[src/rtl/dma_copy_if.sv]
// rtl/dma_copy_if.sv - memory request/response bus between dma_copy and a memory target
// Signals:
//   mem_valid  : request strobe, one cycle per request (initiator)
//   mem_instr  : instruction-fetch flag, always 0 from the DMA (initiator)
//   mem_addr   : word-aligned byte address (initiator)
//   mem_wdata  : write data (initiator)
//   mem_wstrb  : byte strobes, 4'hF for a write, 4'h0 for a read (initiator)
//   mem_rdata  : read data, valid with mem_ready (target)
//   mem_ready  : response strobe (target)
//   mem_error  : response carries an error, valid with mem_ready (target)
// Modports: master (DMA side), slave (memory side).
interface dma_copy_if;
    logic        mem_valid;
    logic        mem_instr;
    logic [31:0] mem_addr;
    logic [31:0] mem_wdata;
    logic [3:0]  mem_wstrb;
    logic [31:0] mem_rdata;
    logic        mem_ready;
    logic        mem_error;

    modport master (
        output mem_valid, mem_instr, mem_addr, mem_wdata, mem_wstrb,
        input  mem_rdata, mem_ready, mem_error
    );

    modport slave (
        input  mem_valid, mem_instr, mem_addr, mem_wdata, mem_wstrb,
        output mem_rdata, mem_ready, mem_error
    );
endinterface

[src/rtl/dma_copy.sv]
// rtl/dma_copy.sv - single-channel word copy DMA with optional fill mode
// Optional feature macro: DMA_FILL_EN (fill mode; absent = copy only, fill inputs ignored).
// Parameters:
//   cnt_width : width of count and the remaining-word register
//   timeout   : max cycles to wait for mem_ready (0 = wait forever)
// Ports:
//   clock, reset            : clock, asynchronous active-low reset
//   start                   : one-cycle transfer request (honoured only when idle)
//   src_addr, dst_addr      : byte addresses, bits [1:0] are dropped
//   count                   : number of 32-bit words (0 = immediate done)
//   fill, fill_data         : fill-mode select and pattern, sampled with start
//   busy, done, err         : in-progress, one-cycle completion, sticky error
//   mem (dma_copy_if.master): memory request/response bus
module dma_copy #(
    parameter int cnt_width = 16,
    parameter int timeout   = 255
) (
    input  logic                 clock,
    input  logic                 reset,
    input  logic                 start,
    input  logic [31:0]          src_addr,
    input  logic [31:0]          dst_addr,
    input  logic [cnt_width-1:0] count,
    input  logic                 fill,
    input  logic [31:0]          fill_data,
    output logic                 busy,
    output logic                 done,
    output logic                 err,
    dma_copy_if.master           mem
);
    localparam int WAIT_W  = (timeout < 2) ? 1 : $clog2(timeout);
    localparam int TO_LAST = (timeout < 1) ? 0 : timeout - 1;

    typedef enum logic [2:0] {
        IDLE    = 3'd0,
        RD_REQ  = 3'd1,
        RD_WAIT = 3'd2,
        WR_REQ  = 3'd3,
        WR_WAIT = 3'd4,
        DONE    = 3'd5
    } state_t;

    state_t               state_q;
    logic [31:0]          src_q;
    logic [31:0]          dst_q;
    logic [cnt_width-1:0] remaining_q;
    logic [WAIT_W-1:0]    wait_q;
    logic                 busy_q;
    logic                 done_q;
    logic                 err_q;
    logic                 valid_q;
    logic [31:0]          addr_q;
    logic [31:0]          wdata_q;
    logic [3:0]           wstrb_q;
    logic                 fill_mode;
    logic [31:0]          fill_word;
    logic                 wait_expired;
    logic                 unused_addr_bits;

`ifdef DMA_FILL_EN
    logic        fill_q;
    logic [31:0] fill_data_q;
    assign fill_mode = fill_q;
    assign fill_word = fill_data_q;
`else
    logic unused_fill;
    assign fill_mode   = 1'b0;
    assign fill_word   = 32'd0;
    assign unused_fill = &{1'b0, fill, fill_data};
`endif

    assign unused_addr_bits = &{1'b0, src_addr[1:0], dst_addr[1:0]};
    assign wait_expired     = (timeout != 0) && (wait_q == WAIT_W'(TO_LAST));

    always_ff @(posedge clock or negedge reset) begin
        if (!reset) begin
            state_q     <= IDLE;
            src_q       <= '0;
            dst_q       <= '0;
            remaining_q <= '0;
            wait_q      <= '0;
            busy_q      <= 1'b0;
            done_q      <= 1'b0;
            err_q       <= 1'b0;
            valid_q     <= 1'b0;
            addr_q      <= '0;
            wdata_q     <= '0;
            wstrb_q     <= '0;
`ifdef DMA_FILL_EN
            fill_q      <= 1'b0;
            fill_data_q <= '0;
`endif
        end else begin
            // Request fields are registered and live only in the cycle after
            // the transition into a REQ state; everything else sees zeros.
            valid_q <= 1'b0;
            addr_q  <= '0;
            wdata_q <= '0;
            wstrb_q <= '0;
            done_q  <= 1'b0;
            case (state_q)
                IDLE: begin
                    if (start) begin
                        if (count == '0) begin
                            state_q <= DONE;
                            done_q  <= 1'b1;
                        end else begin
                            src_q       <= {src_addr[31:2], 2'b00};
                            dst_q       <= {dst_addr[31:2], 2'b00};
                            remaining_q <= count;
                            err_q       <= 1'b0;
                            busy_q      <= 1'b1;
                            valid_q     <= 1'b1;
`ifdef DMA_FILL_EN
                            fill_q      <= fill;
                            fill_data_q <= fill_data;
                            if (fill) begin
                                state_q <= WR_REQ;
                                addr_q  <= {dst_addr[31:2], 2'b00};
                                wdata_q <= fill_data;
                                wstrb_q <= 4'hF;
                            end else begin
                                state_q <= RD_REQ;
                                addr_q  <= {src_addr[31:2], 2'b00};
                            end
`else
                            state_q <= RD_REQ;
                            addr_q  <= {src_addr[31:2], 2'b00};
`endif
                        end
                    end
                end
                RD_REQ: begin
                    state_q <= RD_WAIT;
                    wait_q  <= '0;
                end
                WR_REQ: begin
                    state_q <= WR_WAIT;
                    wait_q  <= '0;
                end
                RD_WAIT: begin
                    if (mem.mem_ready) begin
                        if (mem.mem_error) begin
                            err_q   <= 1'b1;
                            busy_q  <= 1'b0;
                            done_q  <= 1'b1;
                            state_q <= DONE;
                        end else begin
                            // Read data goes straight into the write request.
                            state_q <= WR_REQ;
                            valid_q <= 1'b1;
                            addr_q  <= dst_q;
                            wdata_q <= mem.mem_rdata;
                            wstrb_q <= 4'hF;
                        end
                    end else if (wait_expired) begin
                        err_q   <= 1'b1;
                        busy_q  <= 1'b0;
                        done_q  <= 1'b1;
                        state_q <= DONE;
                    end else begin
                        wait_q <= wait_q + WAIT_W'(1);
                    end
                end
                WR_WAIT: begin
                    if (mem.mem_ready) begin
                        if (mem.mem_error) begin
                            err_q   <= 1'b1;
                            busy_q  <= 1'b0;
                            done_q  <= 1'b1;
                            state_q <= DONE;
                        end else begin
                            src_q       <= src_q + 32'd4;
                            dst_q       <= dst_q + 32'd4;
                            remaining_q <= remaining_q - cnt_width'(1);
                            if (remaining_q == cnt_width'(1)) begin
                                busy_q  <= 1'b0;
                                done_q  <= 1'b1;
                                state_q <= DONE;
                            end else if (fill_mode) begin
                                state_q <= WR_REQ;
                                valid_q <= 1'b1;
                                addr_q  <= dst_q + 32'd4;
                                wdata_q <= fill_word;
                                wstrb_q <= 4'hF;
                            end else begin
                                state_q <= RD_REQ;
                                valid_q <= 1'b1;
                                addr_q  <= src_q + 32'd4;
                            end
                        end
                    end else if (wait_expired) begin
                        err_q   <= 1'b1;
                        busy_q  <= 1'b0;
                        done_q  <= 1'b1;
                        state_q <= DONE;
                    end else begin
                        wait_q <= wait_q + WAIT_W'(1);
                    end
                end
                DONE: begin
                    state_q <= IDLE;
                end
                default: begin
                    state_q <= IDLE;
                    busy_q  <= 1'b0;
                end
            endcase
        end
    end

    assign busy          = busy_q;
    assign done          = done_q;
    assign err           = err_q;
    assign mem.mem_valid = valid_q;
    assign mem.mem_instr = 1'b0;
    assign mem.mem_addr  = addr_q;
    assign mem.mem_wdata = wdata_q;
    assign mem.mem_wstrb = wstrb_q;
endmodule
[src/flat_wrapper.sv]
// flat-port wrapper written by rule: the top's interface ports become plain ports
module dma_copy_flat 
#(
    parameter int cnt_width = 16,
    parameter int timeout   = 255
)
  (clock, reset, start, src_addr, dst_addr, count, fill, fill_data, busy, done, err, mem_mem_valid, mem_mem_instr, mem_mem_addr, mem_mem_wdata, mem_mem_wstrb, mem_mem_rdata, mem_mem_ready, mem_mem_error);
  dma_copy_if mem_i ();
  input  logic clock;
  input  logic reset;
  input  logic start;
  input  logic [31:0] src_addr;
  input  logic [31:0] dst_addr;
  input  logic [cnt_width-1:0] count;
  input  logic fill;
  input  logic [31:0] fill_data;
  output logic busy;
  output logic done;
  output logic err;
  output wire logic [$bits(mem_i.mem_valid)-1:0] mem_mem_valid;
  output wire logic [$bits(mem_i.mem_instr)-1:0] mem_mem_instr;
  output wire logic [$bits(mem_i.mem_addr)-1:0] mem_mem_addr;
  output wire logic [$bits(mem_i.mem_wdata)-1:0] mem_mem_wdata;
  output wire logic [$bits(mem_i.mem_wstrb)-1:0] mem_mem_wstrb;
  input wire logic [$bits(mem_i.mem_rdata)-1:0] mem_mem_rdata;
  input wire logic [$bits(mem_i.mem_ready)-1:0] mem_mem_ready;
  input wire logic [$bits(mem_i.mem_error)-1:0] mem_mem_error;
  assign mem_mem_valid = mem_i.mem_valid;
  assign mem_mem_instr = mem_i.mem_instr;
  assign mem_mem_addr = mem_i.mem_addr;
  assign mem_mem_wdata = mem_i.mem_wdata;
  assign mem_mem_wstrb = mem_i.mem_wstrb;
  assign mem_i.mem_rdata = mem_mem_rdata;
  assign mem_i.mem_ready = mem_mem_ready;
  assign mem_i.mem_error = mem_mem_error;
  dma_copy #(.cnt_width(cnt_width), .timeout(timeout)) u_core (.clock(clock), .reset(reset), .start(start), .src_addr(src_addr), .dst_addr(dst_addr), .count(count), .fill(fill), .fill_data(fill_data), .busy(busy), .done(done), .err(err), .mem(mem_i));
endmodule
[config.mk]
export PLATFORM = sky130hd
export DESIGN_NAME = dma_copy_flat
export DESIGN_NICKNAME = d
export VERILOG_FILES = /design/src/rtl/dma_copy_if.sv /design/src/rtl/dma_copy.sv /design/src/flat_wrapper.sv
export SDC_FILE = /design/constraint.sdc
export NUM_CORES = 1
export LEC_CHECK = 0
export CORE_MARGIN = 4
export CORE_UTILIZATION = 38
export CTS_CLUSTER_DIAMETER = 200
export DETAILED_ROUTE_END_ITERATION = 10
export PLACE_DENSITY = 0.66
export SYNTH_ARGS = -nofsm -noshare
export SYNTH_HDL_FRONTEND = slang
export SYNTH_SLANG_ARGS = --single-unit
[constraint.sdc]
create_clock -name clock -period 4.1 [get_ports clock]
set_input_delay 0.82 -clock clock [delete_from_list [all_inputs] [get_ports clock]]
set_output_delay 0.82 -clock clock [all_outputs]
set_load 0.03 [all_outputs]
==> flow_summary_export.csv <==
group,metric,value,unit
run_status,status,"completed",
floorplan,die_x,154.2,um
critical_path,crit_arrival,3.26,ns
critical_path,crit_type,"in -> reg",
floorplan,core_area,21020,sq um
clocking,worstSkewPairLatency,0.42,ns
detailed_routing,drtPass1Iterations,7,
synth,ys_seq_area_share,47.75,%
floorplan,die_h,154.2,um
synth,synth_ff_type,"dfrtp_1",
synth,yosysUniqueCellTypes,65,
sta,rsz0062_at_grt,"no",
critical_path,crit_fanout,91,
global_route,grt_pass1_vias,7145,
synth,synth_commonest_cells,"dfrtp_1, o21ai_0, a21oi_1, nor2_1, nand2_1",
critical_path,crit_required,4.40,ns
placement,placedInstanceArea,10180,sq um
floorplan,ios,223,
synth,synthArstFlopShare,100.0,%
cells_and_area,drive_above_1_share,5.728,%
floorplan,rows,53,
synth,yosysTopAreaCell,"dfrtp_1",
synth,synth.area.top_cells,"dfrtp_1, o21ai_0, a21oi_1",
synth,ys_ff_latch,155,
clocking,clk_pin_slew,0.07,ns
clocking,clkSinkCount,155,
global_route,grt_pass1_wl,38.41,mm
clocking,cts_tree,"built",
placement,hpwl,16.10,mm
clocking,htreeDepth,4,
run,drv_cap,0,
global_route,antenna_found_initial,1,
worst_hold_path,hold_path.class,"in -> async",
clocking,cts.path.max_buffers,2,
sta,period_minus_slack,2.965,ns
cells_and_area,area_growth_syn_to_layout,32.64,%
sta,setup_tns,0,ns
synth,synth-edff-count,0,
global_route,grt_max_degree,138,
clocking,cts_made_buffers,17,
detailed_routing,drc,0,
cells_and_area,fill_cells,1898,
sta,hold_violations,0,
sta,final_max_slew_viol_count,0,
synth,ys.warnings.count,0,
floorplan,initial_core_util,38.64,%
sta,tightest_slew,0.9557,ns
sta,setup_violations,0,
synth,synthCells,869,
detailed_routing,routed_wl,23.93,mm
synth,netlist_area,8123,sq um
critical_path,end_kind,"register",
detailed_routing,drtIter0Drc,465,
clocking,cts_setup_buffers,0,
cells_and_area,nNetsFinal,1173,
detailed_routing,viasPerCell,5.681,
clocking,cts_hold_buf,0,
power,p_per_area,633.7,nW/um^2
critical_path,start_kind,"primary input",
global_route,grt_overflow,0,
sta,maxSlewHeadroom,35.79,%
detailed_routing,wl_per_cell,18.32,um
synth,yosysMostFrequentCell,"dfrtp_1",
sta,fin_crit_sh,72.31,%
clocking,post_cts_resize_count,0,
floorplan,dieArea,23780,sq um
placement,gp_congestion,0.8013,
power,peakVddDrop,322.9,uV
power,p_leak,4.225,nW
sta,max_freq,337.3,MHz
clocking,root_buffer,"clkbuf_16",
synth,synth_top_area_share,47.75,%
placement,port_buffers,184,
detailed_routing,vias,7420,
cells_and_area,postLayoutCellArea,10770,sq um
synth,avgSynthCellArea,9.347,sq um
sta,fin_skew,0.01091,ns
detailed_routing,ant_nets,0,
global_route,grtUsageTotal,19.94,%
[power by group]
part / switching [mW] / internal [mW] / total (mW)
logic: 1.47 / 1.12 / 2.59
registers: 0.599 / 2.05 / 2.65
clock network: 0.641 / 0.946 / 1.59
[routing by layer]
metal,vias up,track usage [%],routed length [um]
met5,-,0,0
met4,0,7.149,590
li1,3531,-,-
met2,228,32.47,11580
met1,3627,26.97,10430
met3,34,3.302,1325
[critical path, stage by stage]
cell and delay [ns]:
clkdlybuf4s50_1 0.44, nor4_1 0.61, nand4_1 0.37, a21oi_4 0.23, buf_12 0.32, a21oi_1 0.06
o2bb2a_1 0.31
[area by class of cell]
class	instances	area, sq um	share of cell area [%]
Antenna cell	1	2.502	0.02323
Clock buffer	22	474.2	4.401
Clock inverter	10	115.1	1.068
Inverter	9	33.78	0.3136
Multi-Input combinational cell	639	3950	36.66
Sequential cell	155	3879	36.00
Tap cell	275	344.1	3.194
Timing Repair Buffer	195	1976	18.34
[worst paths after layout]
| kind | startpoint | slack, ns | cells after the start | to |
|---|---|---|---|---|
| setup / recovery | count[13] | 1.14 | 7 | u_core.src_q[22] |
| hold reg to reg | u_core.wait_q[7] | 0.50 | 1 | u_core.wait_q[7] |
| setup reg to reg | u_core.state_q[2] | 1.66 | 6 | u_core.mem.mem_addr[16] |
| max in group asynchronous | reset | 2.81 | 2 | u_core.dst_q[28] |
| min in group clock | u_core.wait_q[7] | 0.50 | 1 | u_core.wait_q[7] |
| hold / removal | reset | 0.48 | 1 | u_core.remaining_q[7] |
[cell usage in the layout, fill, tap and decap left out, types with 19 or more instances in the layout]
master / n
clkdlybuf4s50_1: 183
dfrtp_1: 155
o21ai_0: 77
a21oi_1: 76
nor2_1: 61
nand2_1: 52
a22oi_1: 41
and2_1: 37
nand3_1: 36
nand4_1: 27
o22a_1: 23
xor2_1: 19
o22ai_1: 19
[sequential cells by signal (all words and copies together), names as in the netlist]
| name | cells |
|---|---|
| u_core.mem.mem_valid | 1 |
| u_core.mem.mem_wdata | 32 |
| u_core.src_q | 30 |
| u_core.done | 1 |
| u_core.mem.mem_addr | 31 |
| u_core.dst_q | 30 |
| u_core.err | 1 |
| u_core.wait_q | 8 |
| u_core.state_q | 3 |
| u_core.busy | 1 |
| u_core.remaining_q | 16 |
| u_core.mem.mem_wstrb | 1 |
[cells by family (layout without fill, tap and decap cells)]
logic type	Yosys count	after routing	share of synthesized area, %
flops	155	155	47.75
buf+inv	76	236	4.066
other cells	1	3	0.04617
simple gates	285	285	18.75
mux	4	4	0.5083
compound gates	312	312	24.72
fa+ha+maj	6	6	0.9242
xor+xnor	30	30	3.235
[metrics by stage]
| step | utilization (%) | power, mW | setup slack (ns) | cells | hold WS (ns) |
|---|---|---|---|---|---|
| finish | 51.25 | 6.827 | 1.135 | 1306 | 0.4823 |
| detailed placement | 48.44 | 5.256 | 0.7056 | 1273 | 0.4756 |
| floorplan | - | 4.334 | 1.812 | 870 | 0.4496 |
| global placement | 48.44 | 5.204 | 0.7332 | 1273 | 0.4728 |
| global route | 51.25 | 7.278 | 1.006 | 1306 | 0.5129 |
| CTS | 51.24 | 6.860 | 1.146 | 1305 | 0.4913 |
Power figures use the tool's default switching activity.
